<file path="config.mk">
export PLATFORM = sky130hd
export DESIGN_NAME = pipelined_control_unit_flat
export DESIGN_NICKNAME = d
export VERILOG_FILES = /design/src/rtl/pipelined_control_unit_if.sv /design/src/rtl/pipelined_control_unit.sv /design/src/flat_wrapper.sv
export SDC_FILE = /design/constraint.sdc
export NUM_CORES = 1
export LEC_CHECK = 0
export CAP_MARGIN = 20
export CORE_UTILIZATION = 35
export CTS_CLUSTER_SIZE = 14
export DETAILED_ROUTE_END_ITERATION = 10
export PLACE_DENSITY = 0.71
export SLEW_MARGIN = 20
export SYNTH_ARGS = -nofsm -noshare
export SYNTH_HDL_FRONTEND = slang
export SYNTH_SLANG_ARGS = --single-unit
</file>
<file path="constraint.sdc">
create_clock -name clk -period 5.37 [get_ports clk]
set_input_delay 0.537 -clock clk [delete_from_list [all_inputs] [get_ports clk]]
set_output_delay 0.537 -clock clk [all_outputs]
set_load 0.02 [all_outputs]
</file>
<file path="src/rtl/pipelined_control_unit_if.sv">
// pipelined_control_unit_if: Decode fields, hazard controls and the staged control outputs.
// The control unit takes the slave side; the datapath and hazard logic take the master side.
interface pipelined_control_unit_if #(
  parameter int ALU_CTRL_W = 4,
  parameter int IMM_SRC_W = 3
);
  logic [6:0] op_d;
  logic [2:0] funct3_d;
  logic [6:0] funct7_d;
  logic valid_d;
  logic stall_e;
  logic flush_e;
  logic flush_m;
  logic [IMM_SRC_W-1:0] imm_src_d;
  logic illegal_d;
  logic [ALU_CTRL_W-1:0] alu_control_e;
  logic alu_src_a_e;
  logic alu_src_b_e;
  logic branch_e;
  logic [2:0] branch_type_e;
  logic jump_e;
  logic jalr_e;
  logic valid_e;
  logic mem_write_m;
  logic mem_read_m;
  logic [1:0] result_src_m;
  logic reg_write_m;
  logic [1:0] result_src_w;
  logic reg_write_w;
  modport master (
    output op_d, funct3_d, funct7_d, valid_d, stall_e, flush_e, flush_m,
    input imm_src_d, illegal_d, alu_control_e, alu_src_a_e, alu_src_b_e, branch_e, branch_type_e,
    input jump_e, jalr_e, valid_e, mem_write_m, mem_read_m, result_src_m, reg_write_m,
    input result_src_w, reg_write_w
  );
  modport slave (
    input op_d, funct3_d, funct7_d, valid_d, stall_e, flush_e, flush_m,
    output imm_src_d, illegal_d, alu_control_e, alu_src_a_e, alu_src_b_e, branch_e, branch_type_e,
    output jump_e, jalr_e, valid_e, mem_write_m, mem_read_m, result_src_m, reg_write_m,
    output result_src_w, reg_write_w
  );
endinterface

</file>
<file path="src/rtl/pipelined_control_unit.sv">
// pipelined_control_unit: RV32I decode with ID/EX, EX/MEM, MEM/WB control registers, stall/flush and illegal flagging.
// Define CU_MULDIV_EN to accept R-type funct7=0000001/funct3=000 as MUL; otherwise it is illegal.
module pipelined_control_unit #(
  parameter int ALU_CTRL_W = 4,
  parameter int IMM_SRC_W = 3
) (
  input logic clk,
  input logic rst_n,
  pipelined_control_unit_if.slave cu
);
  typedef struct packed {
    logic [3:0] alu;
    logic src_a;
    logic src_b;
    logic branch;
    logic [2:0] branch_type;
    logic jump;
    logic jalr;
    logic reg_write;
    logic mem_write;
    logic mem_read;
    logic [1:0] result_src;
    logic valid;
  } ctrl_t;
  typedef struct packed {
    logic reg_write;
    logic mem_write;
    logic mem_read;
    logic [1:0] result_src;
  } mem_t;
  typedef struct packed {
    logic reg_write;
    logic [1:0] result_src;
  } wb_t;
  ctrl_t dec, ex;
  mem_t mem;
  wb_t wb;
  logic [6:0] op, f7;
  logic [2:0] f3, imm;
  logic bad, mul_ok;
  assign op = cu.op_d;
  assign f3 = cu.funct3_d;
  assign f7 = cu.funct7_d;
  // alt selects SUB for funct3=000 and SRA for funct3=101
  function automatic logic [3:0] alu_op(input logic [2:0] fn, input logic alt);
    case (fn)
      3'b000: return alt ? 4'b0001 : 4'b0000;
      3'b001: return 4'b0111;
      3'b010: return 4'b0101;
      3'b011: return 4'b0110;
      3'b100: return 4'b0100;
      3'b101: return alt ? 4'b1001 : 4'b1000;
      3'b110: return 4'b0011;
      default: return 4'b0010;
    endcase
  endfunction
`ifdef CU_MULDIV_EN
  assign mul_ok = f7 == 7'b0000001 && f3 == 3'b000;
`else
  assign mul_ok = 1'b0;
`endif
  always_comb begin
    dec = '0;
    imm = 3'b000;
    bad = 1'b0;
    dec.valid = 1'b1;
    case (op)
      7'b0000011: begin
        dec.src_b = 1'b1;
        dec.reg_write = 1'b1;
        dec.mem_read = 1'b1;
        dec.result_src = 2'b01;
        bad = f3 != 3'b010;
      end
      7'b0100011: begin
        imm = 3'b001;
        dec.src_b = 1'b1;
        dec.mem_write = 1'b1;
        bad = f3 != 3'b010;
      end
      7'b0110011: begin
        dec.reg_write = 1'b1;
        dec.alu = mul_ok ? 4'b1011 : alu_op(f3, f7[5]);
        bad = !(f7 == 7'b0 || (f7 == 7'b0100000 && (f3 == 3'b000 || f3 == 3'b101)) || mul_ok);
      end
      7'b0010011: begin
        dec.src_b = 1'b1;
        dec.reg_write = 1'b1;
        dec.alu = alu_op(f3, f3 == 3'b101 && f7[5]);
        bad = (f3 == 3'b001 && f7 != 7'b0) || (f3 == 3'b101 && f7 != 7'b0 && f7 != 7'b0100000);
      end
      7'b1100011: begin
        imm = 3'b010;
        dec.branch = 1'b1;
        dec.branch_type = f3;
        dec.alu = 4'b0001;
        bad = f3 == 3'b010 || f3 == 3'b011;
      end
      7'b1101111: begin
        imm = 3'b011;
        dec.jump = 1'b1;
        dec.reg_write = 1'b1;
        dec.result_src = 2'b10;
        dec.src_a = 1'b1;
        dec.src_b = 1'b1;
      end
      7'b1100111: begin
        dec.jalr = 1'b1;
        dec.reg_write = 1'b1;
        dec.result_src = 2'b10;
        dec.src_b = 1'b1;
      end
      7'b0110111: begin
        imm = 3'b100;
        dec.reg_write = 1'b1;
        dec.src_b = 1'b1;
        dec.alu = 4'b1010;
      end
      7'b0010111: begin
        imm = 3'b100;
        dec.reg_write = 1'b1;
        dec.src_a = 1'b1;
        dec.src_b = 1'b1;
      end
      default: bad = 1'b1;
    endcase
  end
  assign cu.illegal_d = cu.valid_d & bad;
  assign cu.imm_src_d = IMM_SRC_W'(imm);
  // Illegal or empty Decode slots enter ID/EX as the all-zero bubble
  always_ff @(posedge clk or negedge rst_n) begin
    if (!rst_n) begin
      ex <= '0;
      mem <= '0;
      wb <= '0;
    end else if (!cu.stall_e) begin
      ex <= (cu.flush_e || bad || !cu.valid_d) ? '0 : dec;
      mem <= cu.flush_m ? '0 : {ex.reg_write, ex.mem_write, ex.mem_read, ex.result_src};
      wb <= {mem.reg_write, mem.result_src};
    end
  end
  assign cu.alu_control_e = ALU_CTRL_W'(ex.alu);
  assign cu.alu_src_a_e = ex.src_a;
  assign cu.alu_src_b_e = ex.src_b;
  assign cu.branch_e = ex.branch;
  assign cu.branch_type_e = ex.branch_type;
  assign cu.jump_e = ex.jump;
  assign cu.jalr_e = ex.jalr;
  assign cu.valid_e = ex.valid;
  assign cu.mem_write_m = mem.mem_write;
  assign cu.mem_read_m = mem.mem_read;
  assign cu.result_src_m = mem.result_src;
  assign cu.reg_write_m = mem.reg_write;
  assign cu.result_src_w = wb.result_src;
  assign cu.reg_write_w = wb.reg_write;
endmodule

</file>
<file path="src/flat_wrapper.sv">
// flat-port wrapper written by rule: the top's interface ports become plain ports
module pipelined_control_unit_flat 
#(
  parameter int ALU_CTRL_W = 4,
  parameter int IMM_SRC_W = 3
)
  (clk, rst_n, cu_op_d, cu_funct3_d, cu_funct7_d, cu_valid_d, cu_stall_e, cu_flush_e, cu_flush_m, cu_imm_src_d, cu_illegal_d, cu_alu_control_e, cu_alu_src_a_e, cu_alu_src_b_e, cu_branch_e, cu_branch_type_e, cu_jump_e, cu_jalr_e, cu_valid_e, cu_mem_write_m, cu_mem_read_m, cu_result_src_m, cu_reg_write_m, cu_result_src_w, cu_reg_write_w);
  pipelined_control_unit_if #(.ALU_CTRL_W(ALU_CTRL_W), .IMM_SRC_W(IMM_SRC_W)) cu_i ();
  input logic clk;
  input logic rst_n;
  input wire logic [$bits(cu_i.op_d)-1:0] cu_op_d;
  input wire logic [$bits(cu_i.funct3_d)-1:0] cu_funct3_d;
  input wire logic [$bits(cu_i.funct7_d)-1:0] cu_funct7_d;
  input wire logic [$bits(cu_i.valid_d)-1:0] cu_valid_d;
  input wire logic [$bits(cu_i.stall_e)-1:0] cu_stall_e;
  input wire logic [$bits(cu_i.flush_e)-1:0] cu_flush_e;
  input wire logic [$bits(cu_i.flush_m)-1:0] cu_flush_m;
  output wire logic [$bits(cu_i.imm_src_d)-1:0] cu_imm_src_d;
  output wire logic [$bits(cu_i.illegal_d)-1:0] cu_illegal_d;
  output wire logic [$bits(cu_i.alu_control_e)-1:0] cu_alu_control_e;
  output wire logic [$bits(cu_i.alu_src_a_e)-1:0] cu_alu_src_a_e;
  output wire logic [$bits(cu_i.alu_src_b_e)-1:0] cu_alu_src_b_e;
  output wire logic [$bits(cu_i.branch_e)-1:0] cu_branch_e;
  output wire logic [$bits(cu_i.branch_type_e)-1:0] cu_branch_type_e;
  output wire logic [$bits(cu_i.jump_e)-1:0] cu_jump_e;
  output wire logic [$bits(cu_i.jalr_e)-1:0] cu_jalr_e;
  output wire logic [$bits(cu_i.valid_e)-1:0] cu_valid_e;
  output wire logic [$bits(cu_i.mem_write_m)-1:0] cu_mem_write_m;
  output wire logic [$bits(cu_i.mem_read_m)-1:0] cu_mem_read_m;
  output wire logic [$bits(cu_i.result_src_m)-1:0] cu_result_src_m;
  output wire logic [$bits(cu_i.reg_write_m)-1:0] cu_reg_write_m;
  output wire logic [$bits(cu_i.result_src_w)-1:0] cu_result_src_w;
  output wire logic [$bits(cu_i.reg_write_w)-1:0] cu_reg_write_w;
  assign cu_i.op_d = cu_op_d;
  assign cu_i.funct3_d = cu_funct3_d;
  assign cu_i.funct7_d = cu_funct7_d;
  assign cu_i.valid_d = cu_valid_d;
  assign cu_i.stall_e = cu_stall_e;
  assign cu_i.flush_e = cu_flush_e;
  assign cu_i.flush_m = cu_flush_m;
  assign cu_imm_src_d = cu_i.imm_src_d;
  assign cu_illegal_d = cu_i.illegal_d;
  assign cu_alu_control_e = cu_i.alu_control_e;
  assign cu_alu_src_a_e = cu_i.alu_src_a_e;
  assign cu_alu_src_b_e = cu_i.alu_src_b_e;
  assign cu_branch_e = cu_i.branch_e;
  assign cu_branch_type_e = cu_i.branch_type_e;
  assign cu_jump_e = cu_i.jump_e;
  assign cu_jalr_e = cu_i.jalr_e;
  assign cu_valid_e = cu_i.valid_e;
  assign cu_mem_write_m = cu_i.mem_write_m;
  assign cu_mem_read_m = cu_i.mem_read_m;
  assign cu_result_src_m = cu_i.result_src_m;
  assign cu_reg_write_m = cu_i.reg_write_m;
  assign cu_result_src_w = cu_i.result_src_w;
  assign cu_reg_write_w = cu_i.reg_write_w;
  pipelined_control_unit #(.ALU_CTRL_W(ALU_CTRL_W), .IMM_SRC_W(IMM_SRC_W)) u_core (.clk(clk), .rst_n(rst_n), .cu(cu_i));
endmodule
</file>
==> impl_metrics.toml <==
[power_and_ir_drop]
p_leak_uw = 0.000774
power.density_nw_per_um2 = 196
power.total_uw = 372
ir_worst_vdd_uv = 85.9

[sta]
hold_ws_ns = 0.252
rsz0062_at_grt = "false"
relSlewSlack_pct = 54.6
hold_violations = 0
fmax_mhz = 270
setup_tns_ns = 0
maxSlewViolCount = 0
period_share_pct = 68.9
setup_viol = 0
finalCriticalPeriod_ns = 3.70
max_slew.worst_pin.slew_ns = 0.675
fin_skew_ns = 0.00386

[synth]
avgSynthCellArea_um2 = 9.57
ys_seq_area_share_pct = 45.9
yosys-mux-area-fraction_pct = 3.18
synth_top_family_by_area = "compound AO/OA/AOI/OAI gates"
syn-num-nets = 171
synth-adder-area-share_pct = 0
ys_ff_latch = 26
yosys_warnings = 0
synth-compound-area-share_pct = 21.2
yosys.area_share.simple_pct = 20.1
syn_inst = 148
ys_types = 37
synthesis.area_um2 = 1420
synth_xor_area_share_pct = 1.86

[global_routing]
grt_usage_pct = 16.8
first_global_vias = 1217
overflow = 0
grt_pass1_wl_mm = 5.51
antenna_found_initial = 0
grt_max_degree = 34

[layout]
utilization_pct = 50.3
areaGrowthSynthToFinish_pct = 34.0
drive_gt1_share_pct = 8.79
diodes = 0
nets = 206

[clock_tree]
cts-buffers-inserted = 3
ctsResizeCount = 0
cts.root.buffer_cell = "clkbuf_8"
hold_buffers = 0
h-tree-depth = 1
clk_latency_ns = 0.27
post-cts-setup-buffer-count = 0
path_clk_slew_ns = 0.09
clock_sinks = 26
cts_tree = "done"
clock_path_buffers = 2

[drt]
dr.pass1.iters = 4
vias_per_cell = 5.26
ant_nets = 0
wl_per_cell_um = 14.1
drt_iter0_markers = 47
wl_mm = 3.24
vias = 1209
remaining_drc_errors = 0

[placed_design]
placement.io_buffers = 47
gp_congestion = 0.779
place_hpwl_mm = 2.40

[worst_setup_path]
crit_type = "primary input to output port"
cp.required_ns = 4.83
r2r_end = "u_core.cu.result_src_w[1]"
r2r_setup_slack_ns = 4.60
cp.arrival_ns = 3.16
cp-end-kind = "output port"
crit_fanout = 13
cp-start-kind = "primary input"
worstReg2RegStart = "u_core.cu.result_src_m[1]"
r2r_cells = 1

[die]
rows = 22
fp.coreArea_um2 = 3770
pin_count = 48
die_w_um = 65.6
die_y_um = 65.6
die_area_um2 = 4310
start_util_pct = 37.6

[status]
status = "finished, final reports clean"

[hold_path]
min-delay-path-class = "primary input to async pin"

[job]
maxCapViolCount = 0
## per-layer routing
metal | GRT usage [%] | vias up | share of wire, %
li1 | - | 593 | -
met1 | 21.0 | 572 | 47
met2 | 28.4 | 40 | 47
met3 | 2.95 | 4 | 5.3
met4 | 6.52 | 0 | 1.4
met5 | 0 | - | 0
## critical path, cell delays in order
cell	delay, ns
clkdlybuf4s50_1	0.77
and3b_1	0.29
o21ai_0	0.10
a221oi_1	0.39
o311ai_1	0.17
buf_4	0.21
and2_1	0.17
clkdlybuf4s50_1	0.52
## where the power goes
| group | switching, µW | internal (µW) |
|---|---|---|
| logic | 27.0 | 22.6 |
| registers | 0.158 | 196 |
| clock network | 61.3 | 65.6 |
## layout make-up
class / count / area (µm²)
Clock buffer: 4 / 55.1
Fill cell: 351 / 1870
Inverter: 2 / 7.51
Multi-Input combinational cell: 102 / 657
Sequential cell: 26 / 651
Tap cell: 48 / 60.1
Timing Repair Buffer: 48 / 468
## cell usage after synthesis
library cell / n / area share [%]
nor3b_1: 1 / 0.53
nand3_1: 2 / 0.71
and2_1: 2 / 0.88
or4_1: 2 / 1.1
a31oi_1: 2 / 0.88
nor4_1: 1 / 0.44
nand4bb_1: 1 / 0.79
inv_1: 2 / 0.53
o311ai_1: 1 / 0.62
dfrtp_1: 26 / 46
o41ai_2: 4 / 4.6
xor2_1: 3 / 1.9
nor2_1: 5 / 1.3
a211o_1: 1 / 0.62
buf_6: 1 / 0.79
and3b_1: 1 / 0.62
o21ai_0: 14 / 4.9
a32oi_1: 1 / 0.62
a21oi_1: 2 / 0.71
a22o_1: 3 / 1.9
nand3b_1: 1 / 0.53
nand2_1: 24 / 6.4
nor3_1: 4 / 1.4
a22oi_1: 2 / 1.1
or3b_2: 1 / 0.62
a32o_1: 2 / 1.4
o41ai_1: 1 / 0.62
nand2b_1: 6 / 2.7
o31ai_1: 4 / 2.1
nor2b_1: 3 / 1.3
a221oi_1: 1 / 0.62
clkbuf_1: 10 / 2.7
and3_1: 1 / 0.44
buf_4: 7 / 3.7
o21bai_1: 1 / 0.53
mux2_2: 4 / 3.2
or3_1: 1 / 0.44
## placed cells by master, fill, tap and decap left out, drive strengths merged, types with 2 or more instances in the layout
cell type | synthesis | routed
nand3 | 2 | 2
nor2b | 3 | 3
a21oi | 2 | 2
or4 | 2 | 2
nand2 | 24 | 24
a32o | 2 | 2
o41ai | 5 | 5
xor2 | 3 | 3
and2 | 2 | 2
a22o | 3 | 3
a31oi | 2 | 2
inv | 2 | 2
nand2b | 6 | 6
o21ai | 14 | 14
nor2 | 5 | 5
o31ai | 4 | 4
clkbuf | 10 | 4
clkdlybuf4s50 | 0 | 45
nor3 | 4 | 4
buf | 8 | 3
dfrtp | 26 | 26
mux2 | 4 | 4
a22oi | 2 | 2
## kinds of logic (layout without fill, tap and decap cells)
logic type,count (synthesis),in the layout
AOI/OAI and AO/OA,39,39
DFF,26,26
muxes,4,4
and+or+nand+nor,56,56
buffers and inverters,20,54
xor gates and xnor gates,3,3
## sequential cells by signal, summed over array words and instances, names as in the netlist
name and cells:
u_core.cu.branch_e 1, u_core.cu.jump_e 1, u_core.cu.mem_write_m 1, u_core.cu.result_src_w 2
u_core.cu.alu_control_e 4, u_core.cu.branch_type_e 3, u_core.cu.alu_src_b_e 1, u_core.cu.alu_src_a_e 1
u_core.ex 5, u_core.cu.mem_read_m 1, u_core.cu.reg_write_w 1, u_core.cu.result_src_m 2
u_core.cu.valid_e 1, u_core.cu.jalr_e 1, u_core.cu.reg_write_m 1
## worst max path at each step
stage	startpoint	to	slack, ns	cells past startpoint
6_report	cu_op_d[5]	cu_illegal_d	1.67	8
5_1_grt	cu_op_d[5]	cu_illegal_d	1.55	8
4_1_cts	cu_op_d[5]	cu_illegal_d	1.72	8
3_5_place_dp	cu_op_d[5]	cu_illegal_d	1.72	8
3_3_place_gp	cu_funct7_d[1]	cu_illegal_d	1.73	8
2_1_floorplan	cu_funct7_d[1]	cu_illegal_d	2.64	6
## per-stage QoR
stage	cells	instance area, µm²	worst slack, ns
floorplan	148	1420	2.64
global placement	226	1850	1.73
detailed placement	226	1850	1.72
CTS	230	1910	1.72
global route	230	1900	1.55
finish	230	1900	1.67
Power figures use the tool's default switching activity.
